### src/rtl/operand_fetch_stage.sv
// Operand fetch stage: per-lane register file read, completion bypass at
// accept time, and a two-entry (head + skid) buffer per lane that decouples
// each lane's execution pipeline from the others.
//
// Handshake: a transfer happens on a rising edge where valid && ready are
// both high. in_ready is a registered "fewer than two entries held"
// signal and never depends on in_valid. out_valid means the head entry is
// occupied; head contents do not change while out_valid && !out_ready.
module operand_fetch_stage #(
    parameter int LANES       = 3,
    parameter int SRCS        = 4,
    parameter int PREG_W      = 5,
    parameter int DATA_W      = 8,
    parameter int CMPLT_PORTS = 6,
    parameter int PAYLOAD_W   = 32
) (
    input  logic                            clk,
    input  logic                            rst,
    input  logic                            flush,
    input  logic [LANES-1:0]                in_valid,
    output logic [LANES-1:0]                in_ready,
    input  logic [LANES*SRCS*PREG_W-1:0]    in_src_tags,
    input  logic [LANES*PAYLOAD_W-1:0]      in_payload,
    output logic [LANES*SRCS*PREG_W-1:0]    rf_rd_addr,
    input  logic [LANES*SRCS*DATA_W-1:0]    rf_rd_data,
    input  logic [CMPLT_PORTS-1:0]          cmplt_valid,
    input  logic [CMPLT_PORTS*PREG_W-1:0]   cmplt_tag,
    input  logic [CMPLT_PORTS*DATA_W-1:0]   cmplt_val,
    output logic [LANES-1:0]                out_valid,
    input  logic [LANES-1:0]                out_ready,
    output logic [LANES*SRCS*DATA_W-1:0]    out_operands,
    output logic [LANES*PAYLOAD_W-1:0]      out_payload
);

    localparam int OPS_W = SRCS * DATA_W;

    // Register file is read directly with the incoming source tags.
    assign rf_rd_addr = in_src_tags;

    for (genvar l = 0; l < LANES; l++) begin : g_lane
        logic [1:0]           r_count;
        logic                 r_in_ready;
        logic [OPS_W-1:0]     r_head_ops;
        logic [OPS_W-1:0]     r_skid_ops;
        logic [PAYLOAD_W-1:0] r_head_pay;
        logic [PAYLOAD_W-1:0] r_skid_pay;

        logic [OPS_W-1:0]     w_capt_ops;
        logic [PAYLOAD_W-1:0] w_in_pay;
        logic                 w_accept;
        logic                 w_deq;
        logic [1:0]           w_count_nxt;
        logic                 w_load_head_new;
        logic                 w_load_head_skid;
        logic                 w_load_skid;

        assign w_in_pay = in_payload[l*PAYLOAD_W +: PAYLOAD_W];

        // Operand selection per source: tag 0 reads as zero, otherwise the
        // lowest-numbered matching completion port wins over the RF value.
        // Ports are scanned from high to low so the lowest match is written last.
        always_comb begin
            w_capt_ops = '0;
            for (int s = 0; s < SRCS; s++) begin
                w_capt_ops[s*DATA_W +: DATA_W] = rf_rd_data[(l*SRCS+s)*DATA_W +: DATA_W];
                for (int p = CMPLT_PORTS - 1; p >= 0; p--) begin
                    if (cmplt_valid[p] &&
                        (cmplt_tag[p*PREG_W +: PREG_W] == in_src_tags[(l*SRCS+s)*PREG_W +: PREG_W])) begin
                        w_capt_ops[s*DATA_W +: DATA_W] = cmplt_val[p*DATA_W +: DATA_W];
                    end
                end
                if (in_src_tags[(l*SRCS+s)*PREG_W +: PREG_W] == '0) begin
                    w_capt_ops[s*DATA_W +: DATA_W] = '0;
                end
            end
        end

        // Flush suppresses acceptance so nothing presented during it survives.
        assign w_accept = in_valid[l] & r_in_ready & ~flush;
        assign w_deq    = (r_count != 2'd0) & out_ready[l];

        // Occupancy update and the data moves it implies.
        always_comb begin
            w_count_nxt      = r_count;
            w_load_head_new  = 1'b0;
            w_load_head_skid = 1'b0;
            w_load_skid      = 1'b0;
            case (r_count)
                2'd0: begin
                    if (w_accept) begin
                        w_count_nxt     = 2'd1;
                        w_load_head_new = 1'b1;
                    end
                end
                2'd1: begin
                    if (w_accept && w_deq) begin
                        w_load_head_new = 1'b1;
                    end else if (w_accept) begin
                        w_count_nxt = 2'd2;
                        w_load_skid = 1'b1;
                    end else if (w_deq) begin
                        w_count_nxt = 2'd0;
                    end
                end
                2'd2: begin
                    // in_ready is low here, so only a dequeue can happen.
                    if (w_deq) begin
                        w_count_nxt      = 2'd1;
                        w_load_head_skid = 1'b1;
                    end
                end
                default: begin
                    w_count_nxt = 2'd0;
                end
            endcase
            if (flush) begin
                w_count_nxt = 2'd0;
            end
        end

        // Occupancy and registered ready.
        always_ff @(posedge clk or negedge rst) begin
            if (!rst) begin
                r_count    <= 2'd0;
                r_in_ready <= 1'b1;
            end else begin
                r_count    <= w_count_nxt;
                r_in_ready <= (w_count_nxt != 2'd2);
            end
        end

        // Head and skid storage; captured values are frozen once written.
        always_ff @(posedge clk or negedge rst) begin
            if (!rst) begin
                r_head_ops <= '0;
                r_head_pay <= '0;
                r_skid_ops <= '0;
                r_skid_pay <= '0;
            end else if (!flush) begin
                if (w_load_head_new) begin
                    r_head_ops <= w_capt_ops;
                    r_head_pay <= w_in_pay;
                end else if (w_load_head_skid) begin
                    r_head_ops <= r_skid_ops;
                    r_head_pay <= r_skid_pay;
                end
                if (w_load_skid) begin
                    r_skid_ops <= w_capt_ops;
                    r_skid_pay <= w_in_pay;
                end
            end
        end

        assign in_ready[l]                             = r_in_ready;
        assign out_valid[l]                            = (r_count != 2'd0);
        assign out_operands[l*OPS_W +: OPS_W]          = r_head_ops;
        assign out_payload[l*PAYLOAD_W +: PAYLOAD_W]   = r_head_pay;
    end

endmodule

### config.mk
export PLATFORM = sky130hd
export DESIGN_NAME = operand_fetch_stage
export DESIGN_NICKNAME = d
export VERILOG_FILES = /design/src/rtl/operand_fetch_stage.sv
export SDC_FILE = /design/constraint.sdc
export NUM_CORES = 1
export LEC_CHECK = 0
export CORE_ASPECT_RATIO = 0.5
export CORE_MARGIN = 2
export CORE_UTILIZATION = 50
export DETAILED_ROUTE_END_ITERATION = 10
export PLACE_DENSITY_LB_ADDON = 0.2
export SYNTH_ARGS = -nofsm -noshare
export SYNTH_HDL_FRONTEND = slang
export SYNTH_SLANG_ARGS = --single-unit
### constraint.sdc
create_clock -name clk -period 3.95 [get_ports clk]
set_input_delay 0.395 -clock clk [delete_from_list [all_inputs] [get_ports clk]]
set_output_delay 0.395 -clock clk [all_outputs]
set_load 0.05 [all_outputs]
==> results.json <==
{
  "outcome": "complete, no violations",
  "fin_crit_ps": 3420,
  "cp_num_buf_inv": 1,
  "slowest_delay_ps": 950,
  "slew_headroom_pct": 2.22,
  "synth_nets": 3620,
  "cp_cell_sequence": "clkdlybuf4s50_1 -> xor2_1 -> nor4_4 -> and2_1 -> a41oi_2 -> a31oi_1 -> o21ai_0",
  "cp-startpoint": "cmplt_tag[13]",
  "first_pass_iters": 9,
  "ys_top_cells_by_count": "nand2_1, dfrtp_1, xnor2_1",
  "reg2reg_slack_ps": 990,
  "drive_gt1_share_pct": 10.9,
  "ys.flop_type": "dfrtp_1",
  "max_slew.worst_pin.slew_ps": 1460,
  "overflow": 0,
  "fin_crit_sh_pct": 86.7,
  "postRouteAntennaNets": 0,
  "insertion_delay_ps": 570,
  "cts_buffer_depth": 3,
  "max_freq_mhz": 292,
  "finalWorstSetupSlack_ps": 526,
  "cts_buffers": 40,
  "ys_seq_area_share_pct": 35.4,
  "drv_slew": 0,
  "nNetsFinal": 4083,
  "h-tree-depth": 2,
  "synth_most_common_cell": "nand2_1",
  "coreArea_um2": 55300,
  "io_pins": 603,
  "drc_errors": 0,
  "finClkSkew_ps": 17.2,
  "synth_area_um2": 27800,
  "r2r-end": "g_lane[0].r_skid_ops[6]",
  "reg2reg_from": "g_lane[0].r_count[0]",
  "rows": 61,
  "grt_pass1_vias": 28300,
  "nFillCells": 4690,
  "port_buffers": 602,
  "critPathKind": "in -> reg",
  "maxCapViolCount": 0,
  "place_ws_ps": 250,
  "whs_ps": 433,
  "fp.dieW_um": 338,
  "ys_types": 68,
  "arrival_ps": 3830,
  "ir_drop_uv": 293,
  "die_h_um": 171,
  "ys_warn_count": 0,
  "rsz0062_at_grt": "no",
  "start_kind": "input pin",
  "grt_pass1_wl_um": 189000,
  "gp_congestion": 1.08,
  "cellPowerDensity_nw_per_um2": 449,
  "die-area_um2": 57600,
  "setup-tns-final_ps": 0,
  "critPathMaxFanout": 12,
  "clkTransAtPathRegs_ps": 60,
  "setup_viol": 0,
  "synth_area_leaders": "dfrtp_1, xnor2_1, nand2_1, xor2_1, a31oi_1",
  "dr_total_vias": 30100,
  "slowest_stage": "clkdlybuf4s50_1",
  "antenna_found_initial": 3,
  "synthCells": 3275,
  "grt_max_degree": 109,
  "root_buffer": "clkbuf_16",
  "grt_util_all_layers_pct": 44.4,
  "critPathTopFamily": "compound AO/OA/AOI/OAI gates",
  "cts.sinks": 393,
  "cp-end-kind": "register",
  "required_ps": 4360,
  "drt_iter0_markers": 3760,
  "avgSynthCellArea_um2": 8.49,
  "via_per_inst": 6.65,
  "ys_ff_latch": 393,
  "initial_core_util_pct": 50.3,
  "synth_top_cell_area_share_pct": 35.1,
  "finalHoldViolations": 0,
  "wirelength_um": 133000,
  "dp_hpwl_um": 98100,
  "ys_async_sr_fraction_pct": 100,
  "cts_setup_buffers": 0,
  "syn_to_final_growth_pct": 29.2,
  "drt-wirelength-per-cell_um": 29.4,
  "crit_cells": 7,
  "cts_tree": "done",
  "cts-resized-gates": 0,
  "ff2ff_path_depth": 6,
  "cp-endpoint": "g_lane[0].r_skid_ops[30]",
  "synth_edf_count": 0,
  "synth_top_area_cell": "dfrtp_1",
  "p_leak_nw": 14.0,
  "hold_class": "in -> reg"
}
[worst min path at each step]
| stage | start | endpoint | cells after the start |
|---|---|---|---|
| after detailed placement | g_lane[1].r_skid_pay[7] | g_lane[1].r_skid_pay[7] | 1 |
| after global placement | g_lane[0].r_skid_pay[20] | g_lane[0].r_skid_pay[20] | 1 |
| final | in_payload[80] | g_lane[2].r_head_pay[16] | 3 |
| after CTS | in_payload[80] | g_lane[2].r_head_pay[16] | 3 |
| after floorplan | rst | g_lane[0].r_count[0] | 0 |
| after global routing | in_payload[68] | g_lane[2].r_head_pay[4] | 3 |
[through the flow]
stage               util (%)  cells  power, mW  area [µm²]
floorplan                  -   3275       9.33       27800
global placement        62.3   4451       11.6       34400
detailed placement      62.3   4451       11.8       34400
CTS                     65.0   4526       16.0       35900
global route            65.0   4526       16.7       35900
finish                  65.0   4528       16.1       35900
[registers in the layout, summed over array words and instances (netlist names)]
signal / count
g_lane.r_in_ready: 3
g_lane.r_skid_pay: 96
g_lane.r_head_pay: 96
g_lane.r_count: 6
g_lane.r_skid_ops: 96
g_lane.r_head_ops: 96
[power breakdown]
group | internal (mW) | switching, mW | total [mW]
combinational | 2.30 | 3.90 | 6.20
clock | 2.53 | 1.72 | 4.25
sequential | 5.04 | 0.633 | 5.67
total | 9.88 | 6.25 | 16.1
[logic make-up (layout without fill, tap and decap cells)]
family / count (synthesis) / count (layout) / synth area share, %
AO/OA/AOI/OAI: 1000 / 1000 / 24.4
XOR/XNOR: 362 / 362 / 11.4
buffers and inverters: 392 / 887 / 6.90
flip-flops: 393 / 393 / 35.4
multiplexers: 102 / 102 / 4.10
other: 0 / 2 / 0
AND/OR/NAND/NOR: 1026 / 1026 / 17.8
[worst min-delay path: stages]
cell,delay [ps]
clkdlybuf4s50_1,420
nor2_1,100
a31oi_1,40
[placed cells by master (no fill, tap or decap), drive strengths merged, types with 146 or more instances in the layout]
cell type and instances:
xnor2 216, xor2 146, nand2 437, dfrtp 390, a31oi 183, clkdlybuf4s50 601, buf 188, o21ai 248
nor2 174
[layer usage]
| layer | vias to the layer above | GRT usage [%] | part of all wire, % |
|---|---|---|---|
| li1 | 12800 | - | - |
| met1 | 14700 | 58.3 | 39 |
| met2 | 2166 | 62.6 | 40 |
| met3 | 458 | 20.6 | 16 |
| met4 | 12 | 17.4 | 4.9 |
| met5 | - | 5.19 | 0.35 |
[final cells by class]
cell class                      instances  area (µm²)  area share [%]
Multi-Input combinational cell       2490       16100            44.8
Clock buffer                           55        1160            3.22
Timing Repair Buffer                  790        7490            20.9
Tap cell                              756         946            2.63
Clock inverter                         19         313           0.871
Inverter                               23        86.3           0.240
Sequential cell                       393        9840            27.4
Antenna cell                            2        5.00          0.0139
[repair_timing]
action	in CTS	in global routing
hold buffers	1	0
hold endpoints to repair	101	0
setup endpoints to repair	0	0
(Power assumes the default switching activity.)
